$ cat src/rtl/shift_seq_ctrl.sv
// Load/shift/capture sequencer for one parallel-load shift register.
// Takes a word and shift count from a valid/ready source and returns the shifted word.
module shift_seq_ctrl #(
    parameter int C_WIDTH      = 16,
    parameter int C_LEN_WIDTH  = 5,
    parameter int C_SHIFT_TYPE = 0,
    parameter int C_GAP        = 0
) (
    input  logic                   CLK,
    input  logic                   ACLR_N,
    input  logic [C_WIDTH-1:0]     TX_DATA,
    input  logic [C_LEN_WIDTH-1:0] TX_LEN,
    input  logic                   TX_DIR,
    input  logic                   TX_VALID,
    output logic                   TX_READY,
    input  logic                   ABORT,
    output logic [C_WIDTH-1:0]     SR_D,
    output logic                   SR_P_LOAD,
    output logic                   SR_CE,
    output logic                   SR_LSB_2_MSB,
    output logic                   SR_SCLR,
    input  logic [C_WIDTH-1:0]     SR_Q,
    output logic [C_WIDTH-1:0]     RX_DATA,
    output logic                   RX_VALID,
    input  logic                   RX_READY,
    output logic                   BUSY
);

    typedef enum logic [2:0] {IDLE, LOAD, SHIFT, CAPT, HOLD, GAP} state_t;

    localparam logic [C_LEN_WIDTH-1:0] LEN_MAX = C_LEN_WIDTH'(C_WIDTH);
    localparam logic [C_LEN_WIDTH-1:0] CNT_ONE = C_LEN_WIDTH'(1);
    localparam logic                   DIR_RST = (C_SHIFT_TYPE == 1) ? 1'b0 : 1'b1;
    localparam logic [7:0]             GAP_LOAD = (C_GAP > 0) ? 8'(C_GAP - 1) : 8'd0;

    state_t                   state_q, state_d;
    logic [C_LEN_WIDTH-1:0]   cnt_q, cnt_d;
    logic [7:0]               gap_q, gap_d;
    logic [C_WIDTH-1:0]       data_q, data_d;
    logic [C_WIDTH-1:0]       rxd_q, rxd_d;
    logic                     dir_q, dir_d;
    logic                     pl_q, pl_d;
    logic                     ce_q, ce_d;
    logic                     sclr_q, sclr_d;
    logic                     rxv_q, rxv_d;
    logic [C_LEN_WIDTH-1:0]   eff_len;
    logic                     dir_sel;

    // A zero or oversized request means a full-width shift, so the counter never starts at 0.
    assign eff_len = (TX_LEN == '0 || TX_LEN > LEN_MAX) ? LEN_MAX : TX_LEN;
    assign dir_sel = (C_SHIFT_TYPE == 2) ? TX_DIR : DIR_RST;

    always_comb begin
        state_d = state_q;
        cnt_d   = cnt_q;
        gap_d   = gap_q;
        data_d  = data_q;
        rxd_d   = rxd_q;
        dir_d   = dir_q;
        sclr_d  = 1'b0;
        if (ABORT) begin
            if (state_q != IDLE) begin
                state_d = IDLE;
                sclr_d  = 1'b1;
            end
        end else begin
            case (state_q)
                IDLE: begin
                    if (TX_VALID) begin
                        state_d = LOAD;
                        data_d  = TX_DATA;
                        cnt_d   = eff_len;
                        dir_d   = dir_sel;
                    end
                end
                LOAD:  state_d = SHIFT;
                SHIFT: begin
                    cnt_d = cnt_q - 1'b1;
                    if (cnt_q == CNT_ONE) state_d = CAPT;
                end
                CAPT: begin
                    rxd_d   = SR_Q;
                    state_d = HOLD;
                end
                HOLD: begin
                    if (RX_READY) begin
                        if (C_GAP > 0) begin
                            state_d = GAP;
                            gap_d   = GAP_LOAD;
                        end else begin
                            state_d = IDLE;
                        end
                    end
                end
                GAP: begin
                    if (gap_q == 8'd0) state_d = IDLE;
                    else               gap_d   = gap_q - 8'd1;
                end
                default: state_d = IDLE;
            endcase
        end
    end

    // Register outputs are decoded from the next state so they line up with the state they belong to.
    assign pl_d  = (state_d == LOAD);
    assign ce_d  = (state_d == LOAD) || (state_d == SHIFT);
    assign rxv_d = (state_d == HOLD);

    always_ff @(posedge CLK or negedge ACLR_N) begin
        if (!ACLR_N) begin
            state_q <= IDLE;
            cnt_q   <= '0;
            gap_q   <= 8'd0;
            data_q  <= '0;
            rxd_q   <= '0;
            dir_q   <= DIR_RST;
            pl_q    <= 1'b0;
            ce_q    <= 1'b0;
            sclr_q  <= 1'b0;
            rxv_q   <= 1'b0;
        end else begin
            state_q <= state_d;
            cnt_q   <= cnt_d;
            gap_q   <= gap_d;
            data_q  <= data_d;
            rxd_q   <= rxd_d;
            dir_q   <= dir_d;
            pl_q    <= pl_d;
            ce_q    <= ce_d;
            sclr_q  <= sclr_d;
            rxv_q   <= rxv_d;
        end
    end

    assign TX_READY     = (state_q == IDLE);
    assign BUSY         = (state_q != IDLE);
    assign SR_D         = data_q;
    assign SR_P_LOAD    = pl_q;
    assign SR_CE        = ce_q;
    assign SR_LSB_2_MSB = dir_q;
    assign SR_SCLR      = sclr_q;
    assign RX_DATA      = rxd_q;
    assign RX_VALID     = rxv_q;

endmodule

$ cat config.mk
export PLATFORM = sky130hd
export DESIGN_NAME = shift_seq_ctrl
export DESIGN_NICKNAME = d
export VERILOG_FILES = /design/src/rtl/shift_seq_ctrl.sv
export SDC_FILE = /design/constraint.sdc
export NUM_CORES = 1
export LEC_CHECK = 0
export ABC_AREA = 1
export CELL_PAD_IN_SITES_DETAIL_PLACEMENT = 0
export CELL_PAD_IN_SITES_GLOBAL_PLACEMENT = 2
export CORE_MARGIN = 4
export CORE_UTILIZATION = 23
export CTS_CLUSTER_SIZE = 20
export DETAILED_ROUTE_END_ITERATION = 10
export PLACE_DENSITY = 0.81
export SYNTH_ARGS = -nofsm -noshare
export SYNTH_HDL_FRONTEND = slang
export SYNTH_SLANG_ARGS = --single-unit
$ cat constraint.sdc
create_clock -name CLK -period 1.28 [get_ports CLK]
set_input_delay 0.128 -clock CLK [delete_from_list [all_inputs] [get_ports CLK]]
set_output_delay 0.128 -clock CLK [all_outputs]
set_load 0.02 [all_outputs]
==> impl_metrics.csv <==
group,metric,value,unit
setup_path,timing.rr.start,"state_q[2]$_DFF_PN0_",
sta,final_max_slew_viol_count,0,
placed_design,portBuffers,79,
floorplanning,start_util,23.6,%
power,peakVddDrop,0.493,mV
cells_and_area,antenna_cells,0,
clocking,clk_path_buf_depth,2,
placed_design,place_ws,-0.521,ns
power,power,5080,uW
detailed_routing,drt-initial-drc-count,80,
placed_design,placedCellCount,543,
synth,synth-xor-area-share,1.45,%
clocking,clkTransAtPathRegs,0.10,ns
hold_path,hold_end,"cnt_q[0]$_DFFE_PN0P_",
hold_path,hold_class,"in -> reg",
status,violations,"setup timing",
power,power_per_cell_area,1250,nW/um2
global_route,antenna_found_initial,0,
sta,setup_viol,21,
sta,rsz0062_at_grt,"true",
clocking,clk_latency,0.31,ns
status,status,"complete, but fails checks",
global_route,grtUsageTotal,10.3,%
synth,syn_nets,352,
detailed_routing,vias,2261,
setup_path,r2r_cells,7,
setup_path,r2r_slack,-0.04,ns
power,leakagePower,0.00212,uW
synth,synth_top_family_by_area,"simple AND/OR/NAND/NOR gates",
setup_path,worst_path_largest_cell_delay,0.43,ns
global_route,grt_pass1_vias,2282,
synth,syn_area_per_cell,7.96,um2
setup_path,path_class,"reg -> reg",
cells_and_area,drive_above_1_share,26.9,%
sta,fin_ws,-0.0424,ns
clocking,numCtsBuffers,5,
synth,synth-seq-cells,52,
floorplanning,die_w,111,um
setup_path,cpMaxStageDelayCell,"dfrtp_1",
floorplanning,pin_count,82,
detailed_routing,post-route-drc-count,0,
synth,synthSimpleGateAreaFrac,27.8,%
cells_and_area,final_net_count,471,
job,drv_cap,0,
clocking,clock_sinks,52,
cells_and_area,finalCoreUtilization,39.4,%
floorplanning,die_h,111,um
detailed_routing,dr.pass1.iters,4,
synth,synth_compound_area_share,5.79,%
placed_design,place_congestion,0.736,
synth,postSynthCellCount,304,
clocking,cts_max_level,2,
floorplanning,die_area,12200,um2
synth,synth.cell_area,2420,um2
synth,synth_cell_types,24,
clocking,cts_tree,"done",
setup_path,path_cells,"inv_2 -> buf_6 -> nand4_1 -> buf_6 -> clkbuf_16 -> nand2_1 -> o21ai_0",
sta,skew,0.00710,ns
synth,yosys.area_share.adder,2.58,%
hold_path,whs_path_depth,5,
setup_path,worst-path-max-fanout,16,
setup_path,cpMostUsedCell,"buf_6",
synth,yosysWarnings,0,
setup_path,arrival,1.52,ns
floorplanning,fp.coreArea,10300,um2
setup_path,worst_ep_required_time,1.48,ns
floorplanning,rows,37,
global_route,grt_max_degree,35,
cells_and_area,syn_to_final_growth,67.4,%
detailed_routing,viasPerCell,4.04,
setup_path,worstSetupEndpointType,"flip-flop",
detailed_routing,wire_per_inst,11.6,um
cells_and_area,fin_cells,560,
sta,layout_min_cycle_time,1.32,ns
sta,final.period_utilization,103,%
clocking,cts_root_buf,"clkbuf_8",
global_route,grt_pass1_wl,10700,um
synth,ys_seq_area_share,53.7,%
placed_design,dp_hpwl,4490,um
setup_path,crit_path_start_kind,"flip-flop",
setup_path,reg2reg_to,"RX_DATA[3]$_DFFE_PN0P_",
sta,max_freq,756,MHz
global_route,grt_overflow,0,
hold_path,hold_start,"TX_LEN[0]",
synth,synthMuxAreaShare,0,%
detailed_routing,routed_wl,6490,um
detailed_routing,detail-route-antenna-nets,0,
sta,hold_violations,0,
-- state kept, by name (all words and copies together) (netlist names) --
| name | cells |
|---|---|
| SR_CE | 1 |
| RX_VALID | 1 |
| state_q | 3 |
| SR_P_LOAD | 1 |
| SR_D | 16 |
| RX_DATA | 16 |
| SR_SCLR | 1 |
| cnt_q | 5 |
| gap_q | 8 |
-- critical path, delay by kind of cell (launching register included) --
kind	cells	cell delay [ns]
DFF	1	0.43
buffers and inverters	4	0.57
and+or+nand+nor	2	0.15
AOI/OAI and AO/OA	1	0.07
-- kinds of logic after synthesis --
kind of cell,after synthesis
AO/OA/AOI/OAI,28
AND/OR/NAND/NOR,166
XOR/XNOR,4
flip-flops,52
other,1
buffers and inverters,48
adder cells (fa/ha/maj),5
-- per-layer routing --
metal,vias up,global-route usage [%],share of wire (%)
met5,-,0,0
met4,0,2.46,0.72
met3,6,2.58,4.1
met2,48,17.4,50
met1,1033,13.1,46
li1,1174,-,-
-- cells in the mapped netlist --
master	count	area [um2]
nand4_1	3	18.8
buf_4	2	15.0
nand4_2	1	12.5
buf_2	3	15.0
o21ai_0	24	120
nor3_1	1	5.00
o21ai_1	3	15.0
xnor2_1	2	17.5
buf_6	2	22.5
clkbuf_1	1	3.75
nand3_1	14	70.1
nor2_1	22	82.6
nand2_4	1	11.3
ha_1	5	62.6
conb_1	1	3.75
nor2_2	1	6.26
a21oi_1	1	5.00
xor2_1	2	17.5
or4_1	1	7.51
clkinv_1	1	3.75
nand2_1	122	458
inv_2	2	7.51
inv_1	37	139
dfrtp_1	52	1300
-- cell type report --
type	instances	area [um2]
inverters	40	153
repair buffers	119	1150
flip-flops and latches	52	1300
fillers	1075	6220
multi-input cells	205	1150
well taps	136	170
clock buffers	6	82.6
clock inverters	2	38.8
-- cells in the final DEF, fill, tap and decap left out, drive strengths merged --
master and n:
clkinv 2, dlygate4sd2 37, dfrtp 52, a21oi 1, nand4 4, buf 39
nor3 1, clkdlybuf4s15 1, clkdlybuf4s50 36, inv 39, conb 1, xor2 2
o21ai 27, bufinv 1, dlygate4sd3 1, or4 1, nand2 124, clkbuf 11
nor2 23, xnor2 2, nand3 14, ha 5
-- timing repair --
action,in CTS,in global routing
setup endpoints to repair,68,43
pin swaps,7,10
hold endpoints to repair,52,0
resized for setup,64,90
setup buffers,0,3
gates cloned,1,4
hold buffers,1,0
-- how the worst max path moves through the flow --
stage,start,depth (start not counted),to
2_1_floorplan,TX_LEN[2],7,cnt_q[0]$_DFFE_PN0P_
3_3_place_gp,TX_LEN[2],8,cnt_q[1]$_DFFE_PN0P_
3_5_place_dp,TX_LEN[2],8,cnt_q[1]$_DFFE_PN0P_
4_1_cts,state_q[1]$_DFF_PN0_,7,cnt_q[4]$_DFFE_PN0P_
5_1_grt,state_q[2]$_DFF_PN0_,7,RX_DATA[3]$_DFFE_PN0P_
6_report,state_q[2]$_DFF_PN0_,7,RX_DATA[3]$_DFFE_PN0P_
-- power by group --
| group | total (uW) | switching [uW] | leakage [uW] | internal, uW |
|---|---|---|---|---|
| clock network | 1210 | 571 | 0.0000614 | 640 |
| logic | 1700 | 920 | 0.00138 | 776 |
| registers | 2180 | 227 | 0.000679 | 1950 |
-- per-stage QoR --
step / setup TNS, ns / cell area (um2) / hold WS, ns
2_1_floorplan: -0.120 / 2420 / -0.168
3_3_place_gp: -8.46 / 3600 / 0.127
3_5_place_dp: -8.56 / 3600 / 0.121
4_1_cts: -0.00849 / 3740 / 0.311
5_1_grt: -3.82 / 4050 / 0.232
6_report: -0.325 / 4050 / 0.187
(Power assumes the default switching activity.)
